===== src/rtl/fetch_pc_unit_if.sv =====
// Signal bundle between the fetch PC unit and its surroundings:
// next-PC mux, instruction memory and the decode stage.
interface fetch_pc_unit_if #(
  parameter int unsigned WIDTH = 32
);
  logic [WIDTH-1:0] next_pc;
  logic             branch_taken;
  logic             stall;
  logic             imem_req;
  logic [WIDTH-1:0] imem_addr;
  logic             imem_ack;
  logic [WIDTH-1:0] imem_rdata;
  logic [WIDTH-1:0] pc;
  logic [WIDTH-1:0] pc_plus4;
  logic             if_valid;
  logic [WIDTH-1:0] if_instr;
  logic [WIDTH-1:0] if_pc;

  modport master (
    input  next_pc, branch_taken, stall, imem_ack, imem_rdata,
    output imem_req, imem_addr, pc, pc_plus4, if_valid, if_instr, if_pc
  );

  modport slave (
    output next_pc, branch_taken, stall, imem_ack, imem_rdata,
    input  imem_req, imem_addr, pc, pc_plus4, if_valid, if_instr, if_pc
  );
endinterface


===== src/rtl/fetch_pc_unit.sv =====
// Instruction-fetch core: PC register, single-outstanding imem request,
// IF/ID output register backed by a one-entry skid buffer.
module fetch_pc_unit #(
  parameter int unsigned          WIDTH    = 32,
  parameter logic [WIDTH-1:0]     RESET_PC = '0
) (
  input  logic             clk,
  input  logic             reset,
  fetch_pc_unit_if.master  bus
);

  typedef enum logic [1:0] {IDLE, FETCH, DRAIN, HOLD} state_e;

  state_e           state_q, state_d;
  logic [WIDTH-1:0] pc_q, pc_d;
  logic [WIDTH-1:0] redirect_q, redirect_d;
  logic             if_valid_q, if_valid_d;
  logic [WIDTH-1:0] if_instr_q, if_instr_d;
  logic [WIDTH-1:0] if_pc_q, if_pc_d;
  logic             skid_valid_q, skid_valid_d;
  logic [WIDTH-1:0] skid_instr_q, skid_instr_d;
  logic [WIDTH-1:0] skid_pc_q, skid_pc_d;
  logic             accept;

  assign accept        = !if_valid_q || !bus.stall;
  assign bus.imem_req  = (state_q == FETCH) || (state_q == DRAIN);
  assign bus.imem_addr = pc_q;
  assign bus.pc        = pc_q;
  assign bus.pc_plus4  = pc_q + WIDTH'(4);
  assign bus.if_valid  = if_valid_q;
  assign bus.if_instr  = if_instr_q;
  assign bus.if_pc     = if_pc_q;

  always_comb begin
    state_d      = state_q;
    pc_d         = pc_q;
    redirect_d   = redirect_q;
    if_instr_d   = if_instr_q;
    if_pc_d      = if_pc_q;
    skid_valid_d = skid_valid_q;
    skid_instr_d = skid_instr_q;
    skid_pc_d    = skid_pc_q;
    // Consumption by decode; any load below re-asserts valid.
    if_valid_d   = if_valid_q && bus.stall;

    unique case (state_q)
      IDLE: state_d = FETCH;
      FETCH: begin
        if (bus.branch_taken && bus.imem_ack) begin
          pc_d = bus.next_pc;
        end else if (bus.branch_taken) begin
          // Address must stay stable until the in-flight ack, so park the target.
          redirect_d = bus.next_pc;
          state_d    = DRAIN;
        end else if (bus.imem_ack) begin
          pc_d = bus.next_pc;
          if (accept) begin
            if_valid_d = 1'b1;
            if_instr_d = bus.imem_rdata;
            if_pc_d    = pc_q;
          end else begin
            skid_valid_d = 1'b1;
            skid_instr_d = bus.imem_rdata;
            skid_pc_d    = pc_q;
            state_d      = HOLD;
          end
        end
      end
      DRAIN: begin
        if (bus.imem_ack) begin
          pc_d    = bus.branch_taken ? bus.next_pc : redirect_q;
          state_d = FETCH;
        end else if (bus.branch_taken) begin
          redirect_d = bus.next_pc;
        end
      end
      HOLD: begin
        if (bus.branch_taken) begin
          pc_d    = bus.next_pc;
          state_d = FETCH;
        end else if (accept) begin
          if_valid_d   = skid_valid_q;
          if_instr_d   = skid_instr_q;
          if_pc_d      = skid_pc_q;
          skid_valid_d = 1'b0;
          state_d      = FETCH;
        end
      end
      default: state_d = IDLE;
    endcase

    if (bus.branch_taken) begin
      if_valid_d   = 1'b0;
      skid_valid_d = 1'b0;
    end
  end

  always_ff @(posedge clk) begin
    if (reset) begin
      state_q      <= IDLE;
      pc_q         <= RESET_PC;
      redirect_q   <= '0;
      if_valid_q   <= 1'b0;
      if_instr_q   <= '0;
      if_pc_q      <= '0;
      skid_valid_q <= 1'b0;
      skid_instr_q <= '0;
      skid_pc_q    <= '0;
    end else begin
      state_q      <= state_d;
      pc_q         <= pc_d;
      redirect_q   <= redirect_d;
      if_valid_q   <= if_valid_d;
      if_instr_q   <= if_instr_d;
      if_pc_q      <= if_pc_d;
      skid_valid_q <= skid_valid_d;
      skid_instr_q <= skid_instr_d;
      skid_pc_q    <= skid_pc_d;
    end
  end

endmodule

===== src/flat_wrapper.sv =====
// flat-port wrapper written by rule: the top's interface ports become plain ports
module fetch_pc_unit_flat 
#(
  parameter int unsigned          WIDTH    = 32,
  parameter logic [WIDTH-1:0]     RESET_PC = '0
)
  (clk, reset, bus_next_pc, bus_branch_taken, bus_stall, bus_imem_ack, bus_imem_rdata, bus_imem_req, bus_imem_addr, bus_pc, bus_pc_plus4, bus_if_valid, bus_if_instr, bus_if_pc);
  fetch_pc_unit_if #(.WIDTH(WIDTH)) bus_i ();
  input  logic clk;
  input  logic reset;
  input wire logic [$bits(bus_i.next_pc)-1:0] bus_next_pc;
  input wire logic [$bits(bus_i.branch_taken)-1:0] bus_branch_taken;
  input wire logic [$bits(bus_i.stall)-1:0] bus_stall;
  input wire logic [$bits(bus_i.imem_ack)-1:0] bus_imem_ack;
  input wire logic [$bits(bus_i.imem_rdata)-1:0] bus_imem_rdata;
  output wire logic [$bits(bus_i.imem_req)-1:0] bus_imem_req;
  output wire logic [$bits(bus_i.imem_addr)-1:0] bus_imem_addr;
  output wire logic [$bits(bus_i.pc)-1:0] bus_pc;
  output wire logic [$bits(bus_i.pc_plus4)-1:0] bus_pc_plus4;
  output wire logic [$bits(bus_i.if_valid)-1:0] bus_if_valid;
  output wire logic [$bits(bus_i.if_instr)-1:0] bus_if_instr;
  output wire logic [$bits(bus_i.if_pc)-1:0] bus_if_pc;
  assign bus_i.next_pc = bus_next_pc;
  assign bus_i.branch_taken = bus_branch_taken;
  assign bus_i.stall = bus_stall;
  assign bus_i.imem_ack = bus_imem_ack;
  assign bus_i.imem_rdata = bus_imem_rdata;
  assign bus_imem_req = bus_i.imem_req;
  assign bus_imem_addr = bus_i.imem_addr;
  assign bus_pc = bus_i.pc;
  assign bus_pc_plus4 = bus_i.pc_plus4;
  assign bus_if_valid = bus_i.if_valid;
  assign bus_if_instr = bus_i.if_instr;
  assign bus_if_pc = bus_i.if_pc;
  fetch_pc_unit #(.WIDTH(WIDTH), .RESET_PC(RESET_PC)) u_core (.clk(clk), .reset(reset), .bus(bus_i));
endmodule

===== config.mk =====
export PLATFORM = sky130hd
export DESIGN_NAME = fetch_pc_unit_flat
export DESIGN_NICKNAME = d
export VERILOG_FILES = /design/src/rtl/fetch_pc_unit_if.sv /design/src/rtl/fetch_pc_unit.sv /design/src/flat_wrapper.sv
export SDC_FILE = /design/constraint.sdc
export NUM_CORES = 1
export LEC_CHECK = 0
export BUFFER_PORTS_ARGS = -buffer_cell sky130_fd_sc_hd__buf_2
export CAP_MARGIN = 5
export CORE_MARGIN = 1.5
export CORE_UTILIZATION = 29
export CTS_BUF_LIST = sky130_fd_sc_hd__clkbuf_8
export DETAILED_ROUTE_END_ITERATION = 12
export SYNTH_ARGS = -nofsm -noshare
export SYNTH_HDL_FRONTEND = slang
export SYNTH_SLANG_ARGS = --single-unit

===== constraint.sdc =====
create_clock -name clk -period 1.9 [get_ports clk]
set_input_delay 0.19 -clock clk [delete_from_list [all_inputs] [get_ports clk]]
set_output_delay 0.19 -clock clk [all_outputs]
set_load 0.01 [all_outputs]

* After elaboration in Yosys (flattened, before gate mapping)
Cells that the tools add are included.
** Storage, ports and cells
- Bits in registers :: 196
- Input port bits :: 69
- Output and inout port bits :: 162
- Word-level logic and storage cells :: 90
** Operators by class
- $add $sub $neg :: 1
- Equal/unequal tests :: 18
- Mux-type cells :: 42
- Bitwise operators :: 3
- Reduce and logical (&&, ||, !) cells :: 17
** Operators by type and width (count)
- $mux W32 :: 20
- $pmux W32 S2 :: 3
- $pmux W32 S3 :: 1
- $add A32 B3 Y32 const B :: 1
- $reduce_and A5 Y1 :: 4
- $ne A2 B2 Y1 const B :: 8
- $mux W2 :: 7
- $ne A3 B3 Y1 const B :: 4
- $mux W1 :: 8
- $pmux W2 S4 :: 1
- $reduce_and A7 Y1 :: 1
- $eq A2 B2 Y1 const B :: 2
- $ne A2 B1 Y1 const B :: 2
- $pmux W1 S2 :: 2
- $reduce_bool A2 Y1 :: 2
- $ne A3 B2 Y1 const B :: 1
- $not A1 Y1 :: 3
- $reduce_and A3 Y1 :: 1
- $reduce_bool A3 Y1 :: 1
- $eq A2 B1 Y1 const B :: 1
- $logic_and A1 B1 Y1 :: 2
- $logic_not A1 Y1 :: 2
- $logic_not A2 Y1 :: 1
- $logic_or A1 B1 Y1 :: 2
- $reduce_or A2 Y1 :: 1

* Depth between registers and ports, before layout
- Depth after elaboration :: 7
- Gate-level depth with buffers :: 9
- Mapped depth without buffers :: 6

* Worst setup path after synthesis
No wires, ideal clock.
- Path kind :: flip-flop to output port
- Start :: reg u_core.pc_q[2] (netlist: u_core.bus.imem_addr[2])
- End :: out bus_pc_plus4[28]
- Data arrival time :: 1.725 ns
- Data required time :: 1.710 ns
- Slack :: -0.015 ns
- Cell stages (with the launch flop) :: 6
- Path buffers :: 0
- Path through :: dfxtp_1 -> ha_1 -> nand3_2 -> nor4_4 -> nand4_1 -> xnor2_1
** On the way
- Word-level cells in the longest chain between the ends :: 1
** RTL lines
- start, declared :: RTL line fetch_pc_unit.sv:15 : logic [WIDTH-1:0] pc_q, pc_d;
- start signal, assigned :: RTL line fetch_pc_unit.sv:111 : pc_q <= pc_d;
- $add A32 B3 Y32 :: RTL line fetch_pc_unit.sv:29 : assign bus.pc_plus4 = pc_q + WIDTH'(4);
- end, declared :: RTL line flat_wrapper.sv:19 : output wire logic [$bits(bus_i.pc_plus4)-1:0] bus_pc_plus4;
No other way between the ends.

* Worst setup path in the final report
- Start :: reg u_core.pc_q[6] (netlist: u_core.bus.imem_addr[6])
- End :: out bus_pc_plus4[31]
Same word-level chain as after synthesis.

==> flow_summary.toml <==
[sta]
min_period_ns = 2.186
rsz0062_at_grt = "true"
min_period_over_period = 1.150
hold_slack_ns = 0.1256
fin_tns_setup_ns = -3.386
max_freq_mhz = 457.5
maxSlewHeadroom = 0.7092
drv_slew = 0
layout_setup_ws_ns = -0.2857
worst_slew_pin_slew_ns = 0.4362
hold_viol_final = 0
clock-skew-final_ns = 0.02135
setup_violations = 20

[clocking]
cts.sinks = 196
cts_buffers = 17
cts_root_buf = "clkbuf_8"
clk_pin_slew_ns = 0.11
cts_max_level = 4
clock_latency_ns = 0.46
cts_tree = "done"
clk_path_buf_depth = 2

[critical_path]
worstSetupStartpointType = "register"
cp_max_fo = 5
worstPathRequired_ns = 1.71
endpoint_kind = "output pin"
rrSetupSlack_ns = 0.05
crit_type = "register to output pin"
reg2reg_to = "u_core.skid_pc_q[14]$_SDFFE_PP0P_"
worstPathArrival_ns = 2.00
reg2regPathDepth = 5
worstReg2RegStart = "u_core.state_q[0]$_SDFFE_PP0P_"

[worst_hold_path]
min_to = "u_core.skid_instr_q[22]$_SDFFE_PP0P_"
hold_path.startpoint = "reset"
min_delay_path_depth = 2
hold_path.class = "primary input to register"

[global_routing]
track_usage = 0.1520
antenna_found_initial = 1
grt_pass1_wl_microns = 37350
grt_overflow_total = 0
grt_max_degree = 51
grt_pass1_vias = 6863

[power]
vdd_drop_max_uv = 446.8
cellLeakagePower_uw = 0.004881
p_seq_frac = 0.455
switching_share = 0.3325
internal_power_uw = 6749
switchingPower_uw = 3362
clkPwrFrac = 0.279
combPwrFrac = 0.266
powerDensity_nw_per_um2 = 845.8

[placement]
io_buffers = 230
dp_hpwl_microns = 16360
dp_slack_ns = -0.01571
place_inst = 1573
gp_congestion = 0.7834

[layout]
final_common_cell = "buf_2"
drive_gt1_frac = 0.3130
mostFrequentLayoutCells = "229 x buf_2, 197 x nand2_1, 183 x dfxtp_1, 101 x nor2_1, 99 x a21oi_1"
finalNetCount = 1360
fin_cells = 1688
utilization = 0.4023
area_growth_pct = 36.02

[routing]
drc_errors = 0
final_antenna_net_count = 0
firstDrtPassIters = 4
drt-initial-drc-count = 361
vias = 7801
routed_wl_microns = 25620
vias_per_cell = 4.621
wire_per_inst_microns = 15.18

[yosys]
async_reset_ff_frac = 0
synth-edff-count = 0
yosysUniqueCellTypes = 44
synth_cells = 1009
synth_area_sq_um = 8788
yosys_warnings = 0
synthFlopType = "dfxtp_1"
ys_seq_area_frac = 0.4465
yosys_register_bits = 196
syn-num-nets = 1085
avgSynthCellArea_sq_um = 8.710

[die]
num_rows = 63
start_util = 0.2957
core_area_sq_um = 29720
die_h_microns = 177.1
die_area_sq_um = 31360
fp.dieW_microns = 177.1
boundaryPins = 231

[run_status]
violations = "setup timing"
status = "complete, but fails checks"

[flow_run]
cap_violations = 0
metrics by stage:
step           power (uW)  cell area, sq um
3_3_place_gp         7042             10400
3_5_place_dp         7064             10400
2_1_floorplan        6165              8788
5_1_grt             10660             11950
4_1_cts             10060             11540
6_report            10110             11950
cell families (layout without fill, tap and decap cells):
family | Yosys count | in the layout | synth area share
DFF | 196 | 196 | 0.4465
adders and majority gates | 7 | 7 | 0.009965
buffers and inverters | 127 | 415 | 0.08400
xor gates and xnor gates | 28 | 28 | 0.02790
and+or+nand+nor | 346 | 346 | 0.1661
other | 0 | 1 | 0
muxes | 97 | 97 | 0.1105
AOI/OAI and AO/OA | 208 | 208 | 0.1550
layer usage:
metal / vias to the layer above / wire length [microns] / global-route usage
li1: 3972 / - / -
met4: 0 / 270 / 0.03743
met2: 181 / 11900 / 0.2414
met5: - / 0 / 0
met3: 16 / 1176 / 0.03071
met1: 3632 / 12280 / 0.2096
state kept, by name (all words and copies together) (netlist names), 2 cells and up:
signal and count:
u_core.bus.if_pc 32, u_core.skid_instr_q 32, u_core.redirect_q 32, u_core.bus.imem_addr 32, u_core.skid_pc_q 32, u_core.state_q 2, u_core.bus.if_instr 32
power groups by stage:
stage                     Combinational, uW  Clock, uW  Sequential [uW]
after floorplan                        1340          0             4820
after global placement                 2380          0             4670
after detailed placement               2390          0             4670
after CTS                              2520       2940             4600
after global routing                   2920       3090             4640
final                                  2690       2820             4600
cell usage after synthesis, types with 2 or more instances:
master | n | share of area
buf_6 | 6 | 0.0077
dfxtp_1 | 196 | 0.45
xor2_1 | 5 | 0.0050
ha_1 | 7 | 0.010
a221oi_1 | 2 | 0.0020
and3_1 | 4 | 0.0028
nand4_1 | 9 | 0.0064
buf_4 | 46 | 0.039
nand2b_1 | 4 | 0.0028
clkbuf_1 | 31 | 0.013
nand2_1 | 199 | 0.085
inv_1 | 7 | 0.0030
mux2i_1 | 97 | 0.11
a211oi_2 | 6 | 0.0085
xnor2_1 | 23 | 0.023
buf_2 | 34 | 0.019
and4_1 | 3 | 0.0030
a21oi_1 | 99 | 0.056
a211oi_1 | 91 | 0.078
nor2_1 | 104 | 0.044
nand3_1 | 12 | 0.0068
nor4_4 | 2 | 0.0048
worst max-delay path by stage:
stage | startpoint | end | cells past startpoint
CTS | u_core.bus.imem_addr[8]$_SDFFE_PP0P_ | bus_pc_plus4[31] | 6
global route | u_core.bus.imem_addr[6]$_SDFFE_PP0P_ | bus_pc_plus4[31] | 7
floorplan | u_core.bus.imem_addr[10]$_SDFFE_PP0P_ | bus_pc_plus4[28] | 5
finish | u_core.bus.imem_addr[6]$_SDFFE_PP0P_ | bus_pc_plus4[31] | 7
detailed placement | u_core.state_q[0]$_SDFFE_PP0P_ | u_core.bus.if_instr[9]$_SDFFE_PP0P_ | 7
global placement | u_core.state_q[0]$_SDFFE_PP0P_ | u_core.bus.imem_addr[23]$_SDFFE_PP0P_ | 7
critical path, stage by stage (launching register included):
cell	delay [ns]
dfxtp_2	0.37
nand3_4	0.12
nor4_4	0.28
buf_4	0.16
buf_12	0.12
nand4_1	0.11
xnor2_1	0.21
buf_2	0.17
repair_timing:
action	CTS	global route
gates resized for setup	23	43
setup endpoints to repair	36	139
hold buffers	65	0
pin swaps	3	14
buffers inserted	2	10
gates cloned	0	5
hold endpoints to repair	65	0
layout make-up:
| cell class | instances | area [sq um] |
|---|---|---|
| timing repair buffer | 375 | 2690 |
| clock buffer | 18 | 247.7 |
| sequential | 196 | 3953 |
| tap | 390 | 488.0 |
| fill | 3009 | 17760 |
| antenna | 1 | 2.502 |
| multi-input combinational | 686 | 4379 |
| clock inverter | 14 | 163.9 |
| inverter | 8 | 30.03 |
(Power assumes the default switching activity.)
